--- config.mk ---
export PLATFORM = sky130hd
export DESIGN_NAME = lockpick_hash_sched
export DESIGN_NICKNAME = d
export VERILOG_FILES = /design/src/rtl/lockpick_pkg.sv /design/src/rtl/feistel_round.sv /design/src/rtl/lockpick_hash_sched.sv
export SDC_FILE = /design/constraint.sdc
export NUM_CORES = 1
export LEC_CHECK = 0
export ABC_AREA = 1
export CAP_MARGIN = 20
export CORE_UTILIZATION = 45
export CTS_CLUSTER_SIZE = 28
export DETAILED_ROUTE_END_ITERATION = 8
export PLACE_DENSITY_LB_ADDON = 0.1
export SYNTH_ARGS = -nofsm -noshare
export SYNTH_HDL_FRONTEND = slang
export SYNTH_SLANG_ARGS = --single-unit
export TNS_END_PERCENT = 5
--- constraint.sdc ---
create_clock -name clk -period 5.7 [get_ports clk]
set_clock_uncertainty 0.1 [all_clocks]
set_input_delay 1.14 -clock clk [delete_from_list [all_inputs] [get_ports clk]]
set_output_delay 1.14 -clock clk [all_outputs]
set_load 0.01 [all_outputs]
--- src/rtl/lockpick_pkg.sv ---
// Shared types, constants and helpers for the lockpick hash scheduler.
package lockpick_pkg;

    typedef enum logic [1:0] {StIdle, StRound, StResult} state_e;

    localparam logic [127:0] DEFAULT_TARGET = 128'hCAFEBABE_12345678_DEADBEEF_FEEDFACE;

    // First half of the AES forward S-box; indexed by the low 7 bits of a byte.
    localparam logic [7:0] SBOX [128] = '{
        8'h63, 8'h7c, 8'h77, 8'h7b, 8'hf2, 8'h6b, 8'h6f, 8'hc5,
        8'h30, 8'h01, 8'h67, 8'h2b, 8'hfe, 8'hd7, 8'hab, 8'h76,
        8'hca, 8'h82, 8'hc9, 8'h7d, 8'hfa, 8'h59, 8'h47, 8'hf0,
        8'had, 8'hd4, 8'ha2, 8'haf, 8'h9c, 8'ha4, 8'h72, 8'hc0,
        8'hb7, 8'hfd, 8'h93, 8'h26, 8'h36, 8'h3f, 8'hf7, 8'hcc,
        8'h34, 8'ha5, 8'he5, 8'hf1, 8'h71, 8'hd8, 8'h31, 8'h15,
        8'h04, 8'hc7, 8'h23, 8'hc3, 8'h18, 8'h96, 8'h05, 8'h9a,
        8'h07, 8'h12, 8'h80, 8'he2, 8'heb, 8'h27, 8'hb2, 8'h75,
        8'h09, 8'h83, 8'h2c, 8'h1a, 8'h1b, 8'h6e, 8'h5a, 8'ha0,
        8'h52, 8'h3b, 8'hd6, 8'hb3, 8'h29, 8'he3, 8'h2f, 8'h84,
        8'h53, 8'hd1, 8'h00, 8'hed, 8'h20, 8'hfc, 8'hb1, 8'h5b,
        8'h6a, 8'hcb, 8'hbe, 8'h39, 8'h4a, 8'h4c, 8'h58, 8'hcf,
        8'hd0, 8'hef, 8'haa, 8'hfb, 8'h43, 8'h4d, 8'h33, 8'h85,
        8'h45, 8'hf9, 8'h02, 8'h7f, 8'h50, 8'h3c, 8'h9f, 8'ha8,
        8'h51, 8'ha3, 8'h40, 8'h8f, 8'h92, 8'h9d, 8'h38, 8'hf5,
        8'hbc, 8'hb6, 8'hda, 8'h21, 8'h10, 8'hff, 8'hf3, 8'hd2
    };

    function automatic logic [31:0] rotl32(input logic [31:0] x, input int unsigned n);
        return (x << n) | (x >> (32 - n));
    endfunction

    function automatic logic [7:0] rotl8b(input logic [7:0] x);
        return {x[6:0], x[7]};
    endfunction

    function automatic logic [7:0] sbox_lookup(input logic [7:0] b);
        return SBOX[b[6:0]];
    endfunction

endpackage

--- src/rtl/feistel_round.sv ---
// One combinational Feistel round over a 128-bit {A,B,C,D} block.
module feistel_round
    import lockpick_pkg::*;
(
    input  logic [127:0] state_i,
    output logic [127:0] state_o
);

    logic [31:0] a, b, c, d;
    logic [31:0] f_mix, f_byte, f_rot, f_sub;

    assign {a, b, c, d} = state_i;

    always_comb begin
        f_mix  = ((b ^ d) + (a | c)) ^ {c[15:0], d[15:0]};
        f_byte = '0;
        for (int i = 0; i < 4; i++) begin
            f_byte[i*8 +: 8] = rotl8b(f_mix[i*8 +: 8]);
        end
        f_rot = rotl32(f_byte, 3);
        f_sub = '0;
        for (int i = 0; i < 4; i++) begin
            f_sub[i*8 +: 8] = sbox_lookup(f_rot[i*8 +: 8]);
        end
    end

    assign state_o = {rotl32(a ^ f_sub, 8), rotl32(b, 17), c + a, ~d ^ b};

endmodule

--- src/rtl/lockpick_hash_sched.sv ---
// Round-robin scheduler sharing one iterative Feistel hash among NUM_REQ requesters,
// with per-requester consecutive-failure lockout.
module lockpick_hash_sched
    import lockpick_pkg::*;
#(
    parameter int unsigned   NUM_REQ  = 2,
    parameter int unsigned   ROUNDS   = 3,
    parameter int unsigned   MAX_FAIL = 3,
    parameter logic [127:0]  TARGET   = DEFAULT_TARGET,
    localparam int unsigned  IdW      = $clog2(NUM_REQ)
) (
    input  logic                   clk,
    input  logic                   rst_n,
    input  logic [NUM_REQ-1:0]     req,
    input  logic [NUM_REQ*128-1:0] req_data,
    output logic [NUM_REQ-1:0]     gnt,
    output logic                   busy,
    output logic                   done,
    output logic [IdW-1:0]         done_id,
    output logic [127:0]           hash_out,
    output logic                   match,
    output logic [NUM_REQ-1:0]     locked,
    input  logic [NUM_REQ-1:0]     clear_lock
);

    state_e                     st_q, st_d;
    logic [127:0]               blk_q, blk_d, blk_rnd;
    logic [2:0]                 rnd_q, rnd_d;
    logic [IdW-1:0]             id_q, id_d, rr_q, rr_d, done_id_q, done_id_d;
    logic [127:0]               hash_q, hash_d;
    logic                       match_q, match_d;
    logic [NUM_REQ-1:0][2:0]    fail_q, fail_d;
    logic [NUM_REQ-1:0]         elig, gnt_raw;
    logic                       found, res_match;
    logic [IdW-1:0]             win;

    feistel_round u_round (
        .state_i (blk_q),
        .state_o (blk_rnd)
    );

    assign res_match = (blk_q == TARGET);

    always_comb begin
        for (int i = 0; i < int'(NUM_REQ); i++) begin
            locked[i] = (fail_q[i] == 3'(MAX_FAIL));
        end
    end

    // Round-robin search starting at rr_q over unlocked requesters.
    always_comb begin
        int unsigned idx;
        elig  = req & ~locked;
        found = 1'b0;
        win   = '0;
        idx   = 0;
        for (int unsigned k = 0; k < NUM_REQ; k++) begin
            idx = (32'(rr_q) + k) % NUM_REQ;
            if (!found && elig[idx]) begin
                found = 1'b1;
                win   = IdW'(idx);
            end
        end
    end

    always_comb begin
        st_d      = st_q;
        blk_d     = blk_q;
        rnd_d     = rnd_q;
        id_d      = id_q;
        rr_d      = rr_q;
        hash_d    = hash_q;
        match_d   = match_q;
        done_id_d = done_id_q;
        fail_d    = fail_q;
        gnt_raw   = '0;
        unique case (st_q)
            StIdle: begin
                if (found) begin
                    gnt_raw[win] = 1'b1;
                    blk_d        = req_data[32'(win)*128 +: 128];
                    id_d         = win;
                    rnd_d        = '0;
                    rr_d         = IdW'((32'(win) + 1) % NUM_REQ);
                    st_d         = StRound;
                end
            end
            StRound: begin
                blk_d = blk_rnd;
                rnd_d = rnd_q + 3'd1;
                if (rnd_q == 3'(ROUNDS - 1)) st_d = StResult;
            end
            StResult: begin
                hash_d    = blk_q;
                match_d   = res_match;
                done_id_d = id_q;
                if (res_match) begin
                    fail_d[id_q] = '0;
                end else if (fail_q[id_q] != 3'(MAX_FAIL)) begin
                    fail_d[id_q] = fail_q[id_q] + 3'd1;
                end
                st_d = StIdle;
            end
            default: st_d = StIdle;
        endcase
        // A clear in the same cycle as a result update takes priority.
        for (int i = 0; i < int'(NUM_REQ); i++) begin
            if (clear_lock[i]) fail_d[i] = '0;
        end
    end

    always_ff @(posedge clk or negedge rst_n) begin
        if (!rst_n) begin
            st_q      <= StIdle;
            blk_q     <= '0;
            rnd_q     <= '0;
            id_q      <= '0;
            rr_q      <= '0;
            hash_q    <= '0;
            match_q   <= 1'b0;
            done_id_q <= '0;
            fail_q    <= '0;
        end else begin
            st_q      <= st_d;
            blk_q     <= blk_d;
            rnd_q     <= rnd_d;
            id_q      <= id_d;
            rr_q      <= rr_d;
            hash_q    <= hash_d;
            match_q   <= match_d;
            done_id_q <= done_id_d;
            fail_q    <= fail_d;
        end
    end

    // Result outputs are live during RESULT and held from the registers afterwards.
    assign gnt      = rst_n ? gnt_raw : '0;
    assign busy     = (st_q != StIdle);
    assign done     = (st_q == StResult);
    assign hash_out = done ? blk_q : hash_q;
    assign match    = done ? res_match : match_q;
    assign done_id  = done ? id_q : done_id_q;

endmodule
==> results by stage, run 1 <==
Detailed routing:
- In this run, the number of DRC markers left after iteration 0 of detailed routing was 4063.
- After detailed routing, the average wire length per cell comes to 22.8 µm.
- The total wire length is 109000 µm.
- The average vias per placed instance is 5.86.
- The first TritonRoute pass finished after 8 iterations.
- The DRC violation count after routing is 0.
- The number of routed nets with antenna violations is 0.
- The routed layout has 28075 vias.

Final layout:
- The number of nets at the end of the flow is 4473.
- The number of diodes is 0.
- From synthesis to final layout, the design area changed by 23.1%.
- Of the cells placed in the final design, the portion with a size suffix greater than 1 is 5.00%.

Yosys:
- After synthesis, the mean cell area works out to 6.45 µm².
- The synthesized netlist occupies a cell area of 24400 µm².
- Yosys mapped a number of flops with a built-in enable equal to 0.
- The commonest register cell after synthesis is dfrtp_1.
- The fraction of the yosys area taken by sequential cells is 27.8%.
- The synthesized design contains 271 register bits.
- The distinct cell type count after synthesis is 58.
- Synthesis produced a netlist whose cell count is 3775.
- In the synthesized netlist the async set-or-reset flop fraction comes to 100%.
- The post-synth net total is 4175.
- Yosys printed 0 warnings.

Clock network:
- The clock tree synthesis step divided the H-tree into 2 levels.
- The CTS tree is yes.
- The number of clock buffers added by TritonCTS is 35.
- The clock transition at the registers of the reported paths is 0.06 ns.
- The CTS root buffer is clkbuf_16.
- The count of hold-fix buffers inserted at cts is 0.
- Counting along the longest clock path gives a buffer depth of 3.
- The post-cts resize count is 0.
- Clock latency on the worst-skew pair, taken at its later pin, is 0.57 ns.
- The number of setup buffers added after CTS is 0.
- Counting every sink on the clock net gives 271.

Floorplan:
- The effective utilization at floorplan is 46.0%.
- The floorplan step set the die height to 235 µm.
- The die is 235 µm wide.
- The core region is 53000 µm².
- The number of standard-cell rows in the floorplan is 84.
- During I/O placement, the number of pins put on the boundary was 398.
- The die covers 55100 µm².

Run status:
- The run finished with clean final reports.

Timing:
- The final max-slew violation count was 0.
- Final hold analysis gives a worst-case slack of 0.368 ns.
- The relative slew slack is 28.1%.
- The total setup violations reported at the end of the flow is 0.
- Setup repair after global routing left no endpoint under its margin.
- The highest clock rate is 0.203 GHz.
- The total count of hold-check failures in the final report is 0.
- The post-route fraction of the period consumed by the critical path is 86.6%.
- Counting I/O delays and the setup requirement, the final critical path takes 4.94 ns.
- The setup TNS is 0 ns.
- The transition at the pin with the smallest max-transition slack is 1.07 ns.

Setup path:
- The critical-path cell with the highest stage delay is nor4_1.
- The worst register-to-register path begins at blk_q[99]$_DFFE_PN0P_.
- The count of cell instances traversed by the critical path is 7.
- The maximum cell stage delay along the critical path is 0.76 ns.
- Traced cell by cell, the critical path runs through inv_1 -> nor4_1 -> nand4_1 -> nor3_1 -> nand3_1 -> nand2_1 -> clkdlybuf4s50_1.
- The most critical setup path has its endpoint at match.
- The type of the worst setup path is register to output port.
- The dominant delay contributor by cell family on the critical path is simple AND/OR/NAND/NOR gates.
- STA puts the critical path data required time at 4.46 ns.
- The register-to-register path setup slack is 0.78 ns.
- The endpoint identified for the worst register-to-register timing path is blk_q[113]$_DFFE_PN0P_.
- The worst setup path is captured at an output port.
- The start point of the critical path is blk_q[119]$_DFFE_PN0P_.
- The biggest fanout along the worst timing path is 4.
- The number of cells on the worst reg-to-reg path is 21.
- The kind of start point of the critical path is a register.
- At the worst endpoint, the arrival time is 3.70 ns.
- The count of buffer and inverter cells on the critical path is 2.

GRT:
- After global routing, the most crowded layer is met2.
- The total global-route track usage is 38.5%.
- The met1 capacity usage during global routing is 52.0%.
- The number of antenna violations at the first check in global routing is 1.
- The number of global-route vias before repair came to 26168.
- For met2 alone, demand over resource in global routing was 59.6%.
- The total overflow reported by the global router is 0.
- The first-pass GRT wire length is 163000 µm.
- Entering global routing, the biggest net connects 160 pins.
- The met3 usage in global routing is 6.98%.

Min path:
- The startpoint of the tightest hold check path is hash_q[5]$_DFF_PN0_.
- The path type of the worst min-delay path is register to register.

Place:
- The placed wire-length estimate is 83300 µm.
- Buffers placed on the I/O ports in this run total 397.
- Routability-driven placement finished with a final weighted congestion of 1.06.

Run:
- The tool flagged a number of max-cap violations equal to 0.
cells in the final DEF, fill, tap and decap left out, types with 33 or more instances in the layout:
cell / instances
ha_1: 136
nand3_1: 513
mux2i_1: 55
o21ai_0: 322
nor2_1: 352
a21oi_1: 126
nand4_1: 33
xor2_1: 41
a31oi_1: 36
dfrtp_1: 271
nand2_1: 1051
o221ai_1: 54
buf_4: 48
inv_1: 363
clkbuf_16: 36
clkdlybuf4s50_1: 396
through the flow:
step	util (%)	cell area, µm²	setup WS (ns)	std cells
6_report	56.6	30000	0.764	4787
2_1_floorplan	-	24400	1.99	3775
3_3_place_gp	54.3	28800	0.950	4723
5_1_grt	56.6	30000	0.621	4787
4_1_cts	56.6	30000	0.840	4786
3_5_place_dp	54.3	28800	1.05	4723
kinds of logic after synthesis:
family | Yosys count | synth area share [%]
AND/OR/NAND/NOR | 2056 | 36.0
XOR/XNOR | 67 | 2.61
AO/OA/AOI/OAI | 614 | 14.5
buffers and inverters | 574 | 9.59
adder cells (fa/ha/maj) | 138 | 7.15
flip-flops | 271 | 27.8
multiplexers | 55 | 2.26
layout make-up:
class / count / area [µm²]
Clock buffer: 46 / 998
Tap cell: 688 / 861
Multi-Input combinational cell: 2930 / 15300
Clock inverter: 17 / 214
Timing Repair Buffer: 449 / 4410
Inverter: 386 / 1460
Sequential cell: 271 / 6780
Fill cell: 5377 / 23000
worst min-delay path by stage:
stage / end / slack, ns / cells past startpoint
final: hash_q[5]$_DFF_PN0_ / 0.37 / 2
after global routing: st_q[1]$_DFFE_PN0P_ / 0.39 / 1
after CTS: hash_q[5]$_DFF_PN0_ / 0.37 / 2
after detailed placement: hash_q[5]$_DFF_PN0_ / 0.35 / 2
after global placement: hash_q[5]$_DFF_PN0_ / 0.35 / 2
after floorplan: st_q[1]$_DFFE_PN0P_ / 0.34 / 1
cell usage after synthesis, drive strengths merged, types with 2 or more instances:
library cell	n	area, µm²
nand2	1092	4230
o211ai	22	165
nand3	521	2650
fa	2	40.0
a21boi	5	37.5
nand4	33	206
o221ai	54	473
nor3	15	91.3
clkinv	5	18.8
xor2	45	428
ha	136	1700
o22ai	3	18.8
o31ai	5	37.5
nor4	20	125
nand3b	13	97.6
o21ai	328	1650
xnor2	22	208
o21a	3	22.5
buf	83	494
nor2	355	1340
o2111ai	3	26.3
dfrtp	271	6780
and2	3	18.8
o21bai	2	15.0
a21o	7	52.6
or2	4	25.0
a21oi	133	699
o311ai	2	17.5
a31oi	36	225
a22oi	6	50.1
clkbuf	105	394
mux2i	55	551
inv	381	1430
state kept, by name, indices dropped and copies added, names as in the netlist:
| name | cells |
|---|---|
| match_q | 1 |
| st_q | 2 |
| rnd_q | 3 |
| done_id_q | 1 |
| id_q | 1 |
| hash_q | 128 |
| blk_q | 128 |
| fail_q | 6 |
| rr_q | 1 |
worst register-to-register path, stage by stage, from the launching register on:
cell	delay (ns)
dfrtp_1	0.50
inv_1	0.34
ha_1	0.22
inv_1	0.05
ha_1	0.33
nand2_1	0.06
nor2_1	0.10
nand2_1	0.10
nand2_2	0.11
xor2_1	0.61
inv_1	0.32
ha_1	0.44
nor2_1	0.36
nand2_1	0.25
nand3_1	0.16
nand3_1	0.10
nand2_1	0.11
nand2_1	0.05
nand2_1	0.12
a21oi_1	0.08
o21ai_1	0.20
a21oi_1	0.10
layer usage:
layer,part of all wire [%],up-vias,routed length (µm)
met5,0.017,-,18
met2,44,1693,47700
li1,-,13100,-
met4,5.2,2,5650
met3,9.8,270,10600
met1,41,13010,45000
Power of run 1 is not shown: default switching activity piles up to over one toggle a cycle in this logic, so the estimate is an artifact.
==> run 2: changes to the inputs <==
--- a/config.mk
+++ b/config.mk
@@ -10,6 +10,7 @@
 export CORE_UTILIZATION = 45
 export CTS_CLUSTER_SIZE = 28
 export DETAILED_ROUTE_END_ITERATION = 8
+export HOLD_SLACK_MARGIN = 0.1
 export PLACE_DENSITY_LB_ADDON = 0.1
 export SYNTH_ARGS = -nofsm -noshare
 export SYNTH_HDL_FRONTEND = slang
==> constraint.sdc (replaced) <==
create_clock -name clk -period 5.7 [get_ports clk]
set_clock_uncertainty 0.1 [all_clocks]
set_input_delay 1.425 -clock clk [delete_from_list [all_inputs] [get_ports clk]]
set_output_delay 1.425 -clock clk [all_outputs]
set_load 0.01 [all_outputs]
==> results by stage, run 2 (synthesis results as in run 1) <==
Timing:
- The relative slew slack is 26.2% (-1.9 points).
- The highest clock rate is 0.180 GHz (-11%).
- The transition at the pin with the smallest max-transition slack is 1.10 ns (+0.0270 ns).
- The post-route fraction of the period consumed by the critical path is 97.3% (+11 points).
- The final critical path time including I/O delays and setup is 5.55 ns (+0.612 ns).
- The total setup violations reported at the end of the flow was 0 (unchanged).
- Setup repair after global routing left no endpoint under its margin.
- The final max-slew violation count is 0 (unchanged).
- The setup TNS is 0 ns (unchanged).
- The total count of hold-check failures in the final report came to 0 (unchanged).

Clock network:
- The post-cts resize count was 0 (unchanged).
- The CTS tree is yes.
- The count of hold-fix buffers inserted at cts is 0 (unchanged).
- The total CTS buffers is 31 (-11%).
- The clock transition at the registers of the reported paths is 0.07 ns (about the same).
- The largest buffer count on any clock path is 3 (unchanged).
- The level count of the clock H-tree is 1 (-1).
- The clock latency at the later pin of the worst-skew pair is 0.63 ns (+0.06 ns).
- The count of clock tree sinks came to 271 (unchanged).
- The number of buffers inserted to repair setup after CTS was 0 (unchanged).
- The CTS root buffer is clkbuf_16.

Min path:
- The path type of the worst min-delay path is register to register.

GRT:
- The met1 capacity usage during global routing is 51.5% (-0.46 points).
- The fraction of met2 tracks used by global routing is 61.0% (+1.4 points).
- The maximum number of pins on one net before global-route repair was 123 (-23%).
- The met3 usage in global routing is 7.05% (+0.070 points).
- The number of global-route vias before repair is 25925 (-0.93%).
- The total global-route track usage is 38.5% (-0.048 points).
- The number of antenna violations at the first check in global routing is 4 (+3).
- The first-pass GRT wire length is 164000 µm (+0.22%).
- The total overflow reported by the global router is 0 (unchanged).
- The most used routing layer in global routing is met2.

Setup path:
- The start point of the critical path is blk_q[56]$_DFFE_PN0P_.
- The kind of end point of the critical path is an output port.
- The maximum cell stage delay along the critical path is 0.57 ns (-0.19 ns).
- The launching point of the worst reg2reg path is blk_q[96]$_DFFE_PN0P_.
- Among all stages on the critical path, the largest delay is contributed by nor4_1.
- The data required time of the critical path was 4.18 ns (-0.28 ns).
- The endpoint of the most critical setup path is match.
- Walking the worst path, the cells encountered are nor4_1 -> nand2_1 -> nor4_1 -> nand4_1 -> nor2_2 -> nand3_1 -> nand2_1 -> clkdlybuf4s50_1.
- The endpoint identified for the worst register-to-register timing path is blk_q[111]$_DFFE_PN0P_.
- The worst setup path is launched from a register.
- The biggest fanout along the worst timing path is 4 (unchanged).
- The register-to-register path setup slack was 0.90 ns (+0.12 ns).
- The number of cells on the worst reg-to-reg path was 24 (+14%).
- The type of the worst setup path is register to output port.
- The data arrival time of the critical path was 4.02 ns (+0.32 ns).

Final layout:
- The synthesis-to-finish area growth is 23.1% (about the same).
- The number of nets at the end of the flow is 4486 (+0.29%).
- In the layout the commonest cells are 1051 x nand2_1, 513 x nand3_1, 396 x clkdlybuf4s50_1, 363 x inv_1, 351 x nor2_1.
- The final standard cell utilization of the core is 56.6% (about the same).
- The proportion of layout cells with a drive suffix above 1 is 5.07% (+0.067 points).
- The most common cell after layout, fill and taps aside is nand2_1.
- The count of fill cells added during filler insertion is 5421 (+0.82%).
- The largest registers in the layout are blk_q (128), hash_q (128), fail_q (6).

Floorplan:
- The effective utilization at floorplan is 46.0% (unchanged).
- The floorplan die height is 235 µm (unchanged).
- The die width is 235 µm (unchanged).
- The floorplan die area is 55100 µm² (unchanged).
- The core region area is 53000 µm² (unchanged).
- The number of standard-cell rows in the floorplan is 84 (unchanged).
- The I/O pin count came to 398 (unchanged).

Detailed routing:
- The number of design-rule violations left by the first detailed-router iteration is 3671 (-9.6%).
- The DRC violation count after routing is 0 (unchanged).
- The routed wirelength normalized by instance count is 22.7 µm (-0.15%).
- The number of routed nets with antenna violations was 0 (unchanged).
- The length of the first detailed-routing pass in iterations is 7 (-1).
- The total number of vias is 27912 (-0.58%).
- The total wire length came to 109000 µm (about the same).
- The average vias per placed instance came to 5.82 (-0.71%).

Place:
- The number of port buffers is 397 (unchanged).
- The placed wire-length estimate is 83900 µm (+0.70%).
- The final estimated routing congestion in global placement is 1.09 (+2.5%).

Run:
- The max capacitance violation total was 0 (unchanged).

Run status:
- The run finished with clean final reports.
==> run 2: cell types whose count changed in the layout (fill, tap and decap cells not counted), sizes merged <==
| cell | previous run | this run |
|---|---|---|
| buf | 52 | 70 |
| clkinv | 11 | 5 |
| clkbuf | 47 | 43 |
| clkinvlp | 4 | 0 |
| bufinv | 4 | 5 |
| diode | 0 | 1 |
==> run 2: critical path, delay by kind of cell, from the launching register on <==
kind / cells / cell delay (ns)
and+or+nand+nor: 7 / 2.43
DFF: 1 / 0.42
buffers and inverters: 1 / 0.54
==> run 2: area by class of cell <==
type / count / area [µm²] / share of cell area, %
clock inverter: 8 / 186 / 0.622
tap: 688 / 861 / 2.87
timing repair buffer: 466 / 4530 / 15.1
sequential: 271 / 6780 / 22.6
clock buffer: 43 / 871 / 2.90
antenna: 1 / 2.50 / 0.00835
inverter: 386 / 1460 / 4.85
multi-input combinational: 2930 / 15300 / 51.0
==> run 2: how the worst min path moves through the flow <==
stage | from | endpoint | slack (ns) | depth (start not counted)
4_1_cts | hash_q[8]$_DFF_PN0_ | hash_q[8]$_DFF_PN0_ | 0.37 | 2
3_5_place_dp | hash_q[8]$_DFF_PN0_ | hash_q[8]$_DFF_PN0_ | 0.35 | 2
2_1_floorplan | rnd_q[2]$_DFFE_PN0P_ | st_q[1]$_DFFE_PN0P_ | 0.34 | 1
3_3_place_gp | hash_q[8]$_DFF_PN0_ | hash_q[8]$_DFF_PN0_ | 0.35 | 2
6_report | hash_q[8]$_DFF_PN0_ | hash_q[8]$_DFF_PN0_ | 0.37 | 2
5_1_grt | hash_q[8]$_DFF_PN0_ | hash_q[8]$_DFF_PN0_ | 0.38 | 2
==> run 2: stage by stage <==
| step | worst slack, ns | hold WS [ns] | instances | cell area, µm² |
|---|---|---|---|---|
| after CTS | 0.161 | 0.371 | 4792 | 30000 |
| after detailed placement | 0.849 | 0.354 | 4741 | 28900 |
| after global placement | 0.716 | 0.354 | 4741 | 28900 |
| after global routing | 0.178 | 0.381 | 4792 | 30000 |
| after floorplan | 1.63 | 0.341 | 3775 | 24400 |
| final | 0.152 | 0.367 | 4793 | 30000 |
==> run 2: routing by layer <==
metal	vias to the layer above	part of all wire [%]
met4	4	4.8
li1	13086	-
met5	-	0.021
met3	247	9.8
met1	12977	41
met2	1598	44
Power of run 2 is left out for the same reason.
